`src/rtl/sb_tx_pkt_scheduler.sv`:
```
// sb_tx_pkt_scheduler
//
// Sideband TX packet scheduler, pll_clk domain. Buffers 64-bit sideband
// packets from the message encoder in a DEPTH-entry FIFO and launches them
// one at a time to the TX serializer. Each launch presents the word on
// data_in with a one-cycle data_valid strobe. enable is held high for the
// 64-cycle packet and the following GAP_UI-cycle idle gap. A new launch
// happens only while link_enable is high.
//
// Parameters:
//   DEPTH        FIFO entries (power of two, >= 2)
//   GAP_UI       idle cycles after each 64-cycle packet (1..128)
//
// Ports:
//   pll_clk      serializer clock, single clock for the block
//   rst          synchronous active-high reset (flushes FIFO, FSM to IDLE)
//   pkt_in       packet word from the encoder
//   pkt_valid    pkt_in valid; pushed when pkt_valid && pkt_ready
//   pkt_ready    FIFO not full (decoded from fifo_count only)
//   link_enable  allows new launches; an in-flight packet/gap always completes
//   data_in      word to the serializer; holds the last launched word
//   data_valid   one-cycle launch strobe
//   enable       serializer enable, high through packet and gap
//   busy         FSM not IDLE or FIFO not empty
//   fifo_count   current FIFO occupancy
//
// Optional feature (macro SB_TX_SCHED_PKT_CNT_EN):
//   pkt_sent_cnt 16-bit wrapping count of launches
module sb_tx_pkt_scheduler #(
    parameter int unsigned DEPTH  = 4,
    parameter int unsigned GAP_UI = 32
) (
    input  logic                       pll_clk,
    input  logic                       rst,
    input  logic [63:0]                pkt_in,
    input  logic                       pkt_valid,
    output logic                       pkt_ready,
    input  logic                       link_enable,
    output logic [63:0]                data_in,
    output logic                       data_valid,
    output logic                       enable,
    output logic                       busy,
    output logic [$clog2(DEPTH):0]     fifo_count
`ifdef SB_TX_SCHED_PKT_CNT_EN
    ,
    output logic [15:0]                pkt_sent_cnt
`endif
);

    localparam int unsigned AW = $clog2(DEPTH);
    localparam int unsigned CW = AW + 1;
    localparam logic [6:0] SEND_LAST = 7'd63;
    localparam logic [6:0] GAP_LAST  = 7'(GAP_UI - 1);

    typedef enum logic [1:0] {
        IDLE = 2'd0,
        SEND = 2'd1,
        GAP  = 2'd2
    } state_t;

    state_t        state;
    logic [6:0]    cnt;
    logic [63:0]   mem [DEPTH];
    logic [AW-1:0] wr_ptr;
    logic [AW-1:0] rd_ptr;
    logic          push;
    logic          launch;

    assign pkt_ready = (fifo_count != CW'(DEPTH));
    assign busy      = (state != IDLE) || (fifo_count != '0);
    assign push      = pkt_valid && pkt_ready && !rst;

    // A launch pops the FIFO head; it is possible from IDLE or on the last
    // gap cycle (back-to-back launch without passing through IDLE).
    assign launch = link_enable && (fifo_count != '0) &&
                    ((state == IDLE) || ((state == GAP) && (cnt == GAP_LAST)));

    // Storage needs no reset: the flush is done by clearing pointers/count.
    always_ff @(posedge pll_clk) begin
        if (push) begin
            mem[wr_ptr] <= pkt_in;
        end
    end

    always_ff @(posedge pll_clk) begin
        if (rst) begin
            state      <= IDLE;
            cnt        <= '0;
            wr_ptr     <= '0;
            rd_ptr     <= '0;
            fifo_count <= '0;
            data_in    <= '0;
            data_valid <= 1'b0;
            enable     <= 1'b0;
        end else begin
            if (push) begin
                wr_ptr <= wr_ptr + 1'b1;
            end
            if (launch) begin
                rd_ptr <= rd_ptr + 1'b1;
            end
            case ({push, launch})
                2'b10:   fifo_count <= fifo_count + 1'b1;
                2'b01:   fifo_count <= fifo_count - 1'b1;
                default: fifo_count <= fifo_count;
            endcase

            data_valid <= 1'b0;
            case (state)
                IDLE: begin
                    if (launch) begin
                        state      <= SEND;
                        data_in    <= mem[rd_ptr];
                        data_valid <= 1'b1;
                        cnt        <= '0;
                        enable     <= 1'b1;
                    end
                end
                SEND: begin
                    if (cnt == SEND_LAST) begin
                        state <= GAP;
                        cnt   <= '0;
                    end else begin
                        cnt <= cnt + 7'd1;
                    end
                end
                GAP: begin
                    if (cnt == GAP_LAST) begin
                        if (launch) begin
                            state      <= SEND;
                            data_in    <= mem[rd_ptr];
                            data_valid <= 1'b1;
                            cnt        <= '0;
                        end else begin
                            state  <= IDLE;
                            enable <= 1'b0;
                        end
                    end else begin
                        cnt <= cnt + 7'd1;
                    end
                end
                default: begin
                    state  <= IDLE;
                    enable <= 1'b0;
                end
            endcase
        end
    end

`ifdef SB_TX_SCHED_PKT_CNT_EN
    always_ff @(posedge pll_clk) begin
        if (rst) begin
            pkt_sent_cnt <= '0;
        end else if (launch) begin
            pkt_sent_cnt <= pkt_sent_cnt + 16'd1;
        end
    end
`endif

endmodule

```
`config.mk`:
```
export PLATFORM = sky130hd
export DESIGN_NAME = sb_tx_pkt_scheduler
export DESIGN_NICKNAME = d
export VERILOG_FILES = /design/src/rtl/sb_tx_pkt_scheduler.sv
export SDC_FILE = /design/constraint.sdc
export NUM_CORES = 1
export LEC_CHECK = 0
export CAP_MARGIN = 40
export CORE_AREA = 2 2 162 164
export DETAILED_ROUTE_END_ITERATION = 10
export DIE_AREA = 0 0 164 166
export MAX_ROUTING_LAYER = met4
export PLACE_DENSITY_LB_ADDON = 0.1
export SKIP_LAST_GASP = 1
export SYNTH_ARGS = -nofsm -noshare
export SYNTH_HDL_FRONTEND = slang
export SYNTH_SLANG_ARGS = --single-unit
```
`constraint.sdc`:
```
create_clock -name pll_clk -period 2.6 [get_ports pll_clk]
set_clock_uncertainty 0.1 [all_clocks]
set_input_delay 0.26 -clock pll_clk [delete_from_list [all_inputs] [get_ports pll_clk]]
set_output_delay 0.26 -clock pll_clk [all_outputs]
set_load 0.05 [all_outputs]
```
# Word level (Yosys, flattened, before mapping)
# Memory sizes are Yosys's and may differ from the RTL's. A register that Yosys moved wholly into a read port is not among the register bits.
# Cells that the tools add are included.
[word_totals]
register_bits = 82
latchBits = 0
ramBits = 256
rom_bits = 0
output_inout_bits = 71
elab_cells = 67
mem_count = 1
[classes]
n_addsub = 5
n_mul = 0
div_mod_pow = 0
magnitude_cmp = 0
eq_ne = 11
n_shift = 0
mux = 24
n_bitwise = 1
reduce_logical = 17
[memory_table]
columns = ["memory", "depth", "width", "read_ports", "rd_ports_with_merged_regs", "wr", "line", "source"]
rows = [
  ["mem", 4, 64, 1, 1, 1, "63", "logic [63:0] mem [DEPTH];"],
]
[ops]
columns = ["cell", "n"]
rows = [
  ["$mux W64", 2],
  ["$pmux W64 S2", 1],
  ["$mux W7", 3],
  ["$pmux W7 S3", 1],
  ["$mux W2", 5],
  ["$mux W1", 8],
  ["$add A7 B1 Y7 const B", 1],
  ["$eq A7 B5 Y1 const B", 1],
  ["$eq A7 B6 Y1 const B", 1],
  ["$ne A2 B2 Y1 const B", 3],
  ["$pmux W2 S3", 1],
  ["$pmux W3 S2", 1],
  ["$reduce_bool A2 Y1", 3],
  ["$reduce_bool A3 Y1", 2],
  ["$logic_and A1 B1 Y1", 5],
  ["$add A2 B1 Y2 const B", 2],
  ["$eq A2 B1 Y1 const B", 2],
  ["$eq A2 B2 Y1 const B", 2],
  ["$reduce_and A4 Y1", 1],
  ["$add A3 B1 Y3 const B", 1],
  ["$ne A3 B3 Y1 const B", 1],
  ["$pmux W1 S3", 1],
  ["$reduce_and A3 Y1", 1],
  ["$sub A3 B1 Y3 const B", 1],
  ["7 further kinds", 8],
]

# Logic depth before layout (Yosys ltp)
[depth]
word_depth = 7
mapped_depth = 11

# Worst setup path after synthesis
# Ideal clock, no wire load.
[synth_path]
path_kind = "register to register"
start = "register fifo_count[0]"
end = "memory mem[0][0], enable pin"
setup_time_ns = 0.429
arrival_ns = 3.015
path_slack_ns = -0.944
path_stages_with_launch = 5
cell_sequence = "dfxtp_1 or3b_2 nand2_1 nor2_1 and2_1"
[synth_via]
elab_chain_cells = 5
[synth_lines]
columns = ["element", "line", "source"]
rows = [
  ["start: declaration", "43", "output logic [$clog2(DEPTH):0] fifo_count"],
  ["start signal: assignment", "103", "2'b10: fifo_count <= fifo_count + 1'b1;"],
  ["start signal: assignment", "104", "2'b01: fifo_count <= fifo_count - 1'b1;"],
  ["start signal: assignment", "105", "default: fifo_count <= fifo_count;"],
  ["$ne A3 B3 Y1", "69", "assign pkt_ready = (fifo_count != CW'(DEPTH));"],
  ["net pkt_ready", "37", "output logic pkt_ready,"],
  ["$logic_and A1 B1 Y1 (2 in a row)", "71", "assign push = pkt_valid && pkt_ready && !rst;"],
  ["$mux W1", "80", "if (push) begin"],
  ["$mux W1 (not written as such)", "81", "mem[wr_ptr] <= pkt_in;"],
  ["end: declaration", "63", ""],
]
# The timed path passes the listed nets, and every way through them passes these cells.

# Final worst setup path
[layout_path]
start = "register cnt[0]"
end = "register fifo_count[2]"
[layout_via]
elab_chain_cells = 6
elab_cells_between_ends = 8
[layout_lines]
columns = ["element", "line", "source"]
rows = [
  ["start: declaration", "62", "logic [6:0] cnt;"],
  ["start signal: assignment", "124", "cnt <= cnt + 7'd1;"],
  ["start signal: assignment", "139", "cnt <= cnt + 7'd1;"],
  ["$eq A7 B5 Y1 (*)", "76", "((state == IDLE) || ((state == GAP) && (cnt == GAP_LAST)));"],
  ["$logic_and A1 B1 Y1 (*)", "76", ""],
  ["$logic_or A1 B1 Y1 (*)", "76", ""],
  ["$logic_and A1 B1 Y1 (*)", "75", "assign launch = link_enable && (fifo_count != '0) &&"],
  ["net launch", "67", "logic launch;"],
  ["$eq A2 B1 Y1 or $eq A2 B2 Y1 (tied branches)", "102", "case ({push, launch})"],
  ["$pmux W3 S2 or $reduce_bool A2 Y1 (tied branches)", "--", ""],
]
# The timed path passes the listed nets; every way through them passes the cells marked *.
# A chain may end at the register's enable or synchronous reset.

==> out/metrics.yaml <==
outcome: "completed"
tightest_slew_ns: 0.8011
synthFlopType: "edfxtp_1"
wl_per_cell_um: 22.44
portBuffers: 138
rsz0062_at_grt: "true"
syn_nets: 843
die_area_um2: 27220
ys_warn_count: 0
vias: 7509
ys_top_cells_by_count: "edfxtp_1, dfxtp_1, a21oi_1, o21ai_0, nand3_1"
io_pins: 139
cp_top_family: "simple AND/OR/NAND/NOR gates"
grt_pass1_wl_mm: 44.33
synth_top_area_cell: "edfxtp_1"
start_util: 0.4999
p_seq_frac: 0.406
comb_power_share: 0.273
end_kind: "flop"
cts_made_buffers: 36
synth_area_leaders: "edfxtp_1, dfxtp_1, mux4_2"
crit_buf_inv: 1
nFillCells: 1896
wirelength_mm: 28.73
h-tree-depth: 2
slowest_delay_ns: 0.41
clkPwrFrac: 0.321
peakVddDrop_mv: 0.7021
multi_input_area_um2: 3247
p_sw_w: 0.005142
arrival_ns: 2.86
synth_top_area_share: 0.6004
min_path_type: "in2reg"
crit_path_start_kind: "flop"
slew_viol_final: 0
die_h_um: 166
hold_viol: 0
max_slew_margin: 0.4659
timing.fmax_mhz: 396.1
path_max_fanout: 5
first_pass_iters: 5
cts_tree: "built"
fp.dieW_um: 164
seqCellArea_um2: 9388
maxCapViolCount: 0
gp_congestion: 0.8234
cts-root-buf: "clkbuf_16"
worst-path-stages: 10
ys_types: 49
switching_share: 0.3179
num_rows: 59
gr-total-overflow: 0
drtAntennaViolNets: 0
clk_pin_slew_ns: 0.06
synth_seq_cells: 340
crit_type: "reg2reg"
worstReg2RegStart: "cnt[0]"
route.detailed.drc: 0
crit_required_ns: 2.94
grt_usage: 0.2205
synth_edf_count: 256
crit_chain: "ha_4 -> and4_4 -> a21oi_2 -> nor2_1 -> ha_2 -> inv_2 -> fa_2 -> xor2_2 -> or3_4 -> a21oi_2"
setup_slack_ns: 0.07516
viasPerCell: 5.866
final_layout_size_suffix_gt1_frac: 0.1907
synthCells: 764
cts_buffer_depth: 3
layout.nets: 995
startpoint: "cnt[0]"
area_growth_pct: 25.24
slowest_stage: "dfxtp_1"
period_share: 0.9711
async_flop_share: 0
p_leak_nw: 5.089
clock-sinks: 340
fin_crit_ns: 2.525
intPower_w: 0.01103
r2r-end: "fifo_count[2]"
pre_cts_ws_ns: 0.07859
cpMostUsedCell: "a21oi_2"
fin_util: 0.6260
grt_max_degree: 66
antenna_found_initial: 1
ys_seq_area_frac: 0.7317
core_um2: 25620
reg2reg_slack_ns: 0.08
yosysMostFrequentCell: "edfxtp_1"
worstRegToRegCells: 10
crit_end: "fifo_count[2]"
netlist_area_um2: 12800
first_global_vias: 7822
synth_area_per_cell_um2: 16.76
setup_viol: 0
powerDensity_nw_per_um2: 1008
post-dp-hpwl_mm: 16.22
drtIter0Drc: 574
clock_latency_ns: 0.51
cts_hold_buf: 0
==> cell type report <==
cell class | instances | area share
well taps | 335 | 0.02614
multi-input cells | 361 | 0.2025
diodes | 1 | 0.0001560
inverters | 10 | 0.002497
clock inverters | 19 | 0.01404
flip-flops and latches | 340 | 0.5854
repair buffers | 167 | 0.1080
clock buffers | 47 | 0.06132
==> flip-flops by register name, summed over array words and instances (netlist names), named ones only <==
register    flops
wr_ptr          2
mem           256
rd_ptr          2
fifo_count      3
cnt             7
enable          1
data_in        64
data_valid      1
state           2
==> cells in the final DEF (no fill, tap or decap), types with 8 or more instances in the layout <==
| cell type | synthesis | final |
|---|---|---|
| nand2_1 | 9 | 8 |
| mux4_2 | 64 | 64 |
| clkbuf_16 | 0 | 37 |
| edfxtp_1 | 256 | 256 |
| nand3_1 | 67 | 67 |
| clkdlybuf4s50_1 | 0 | 137 |
| inv_1 | 10 | 8 |
| dfxtp_1 | 84 | 77 |
| buf_4 | 7 | 18 |
| o21ai_0 | 71 | 71 |
| nor2_1 | 11 | 11 |
| buf_12 | 0 | 11 |
| a21oi_1 | 71 | 70 |
| clkbuf_1 | 34 | 8 |
==> power groups by stage <==
stage          combinational [W]  sequential [W]  clock (W)
3_5_place_dp             0.00437         0.00666          0
6_report                 0.00442         0.00656    0.00519
2_1_floorplan            0.00217         0.00727          0
3_3_place_gp             0.00431         0.00663          0
5_1_grt                  0.00471         0.00661    0.00551
4_1_cts                  0.00438         0.00655    0.00529
==> per-layer routing <==
metal / global-route usage / up-vias / wire, um
met4: 0.05683 / 0 / 546
met1: 0.2920 / 3898 / 12110
li1: - / 3322 / -
met3: 0.03497 / 45 / 1493
met5: - / - / 0
met2: 0.3597 / 244 / 14580
==> worst register-to-register path, cell delays in order, from the launching register on <==
cell,delay [ns]
dfxtp_1,0.41
ha_4,0.19
and4_4,0.25
a21oi_2,0.07
nor2_1,0.13
ha_2,0.20
inv_2,0.04
fa_2,0.37
xor2_2,0.19
or3_4,0.39
a21oi_2,0.11
==> cells by family after synthesis <==
logic type / share of synthesized area
fa+ha+maj: 0.01133
buf+inv: 0.02150
mux: 0.1151
compound gates: 0.06840
simple gates: 0.04993
flops: 0.7317
xor+xnor: 0.002052
==> per-stage QoR <==
stage / hold WS (ns) / cells / TNS [ns] / power (W) / instance area (um2)
2_1_floorplan: 0.2589 / 764 / 0 / 0.009439 / 12820
3_3_place_gp: 0.3584 / 1209 / 0 / 0.01094 / 14740
3_5_place_dp: 0.3672 / 1209 / 0 / 0.01103 / 14740
4_1_cts: 0.1307 / 1275 / 0 / 0.01622 / 15950
5_1_grt: 0.1702 / 1280 / -0.06249 / 0.01683 / 16040
6_report: 0.1604 / 1280 / 0 / 0.01617 / 16040
==> worst min path at each step <==
stage,startpoint,cells after the start,slack (ns),end
global placement,rd_ptr[1],2,0.36,flop
CTS,rst,3,0.13,data_in[44]
floorplan,pkt_in[0],0,0.26,mem[0][0]
finish,rst,3,0.16,rd_ptr[0]
global route,rst,3,0.17,rd_ptr[0]
detailed placement,data_in[47],2,0.37,data_in[47]
==> timing repair <==
| item | in CTS | in global routing |
|---|---|---|
| endpoints found under the setup margin | 0 | 2 |
| buffers inserted | 0 | 4 |
| gates resized for setup | 0 | 17 |
No activity file was read; power rests on OpenSTA's default activity.
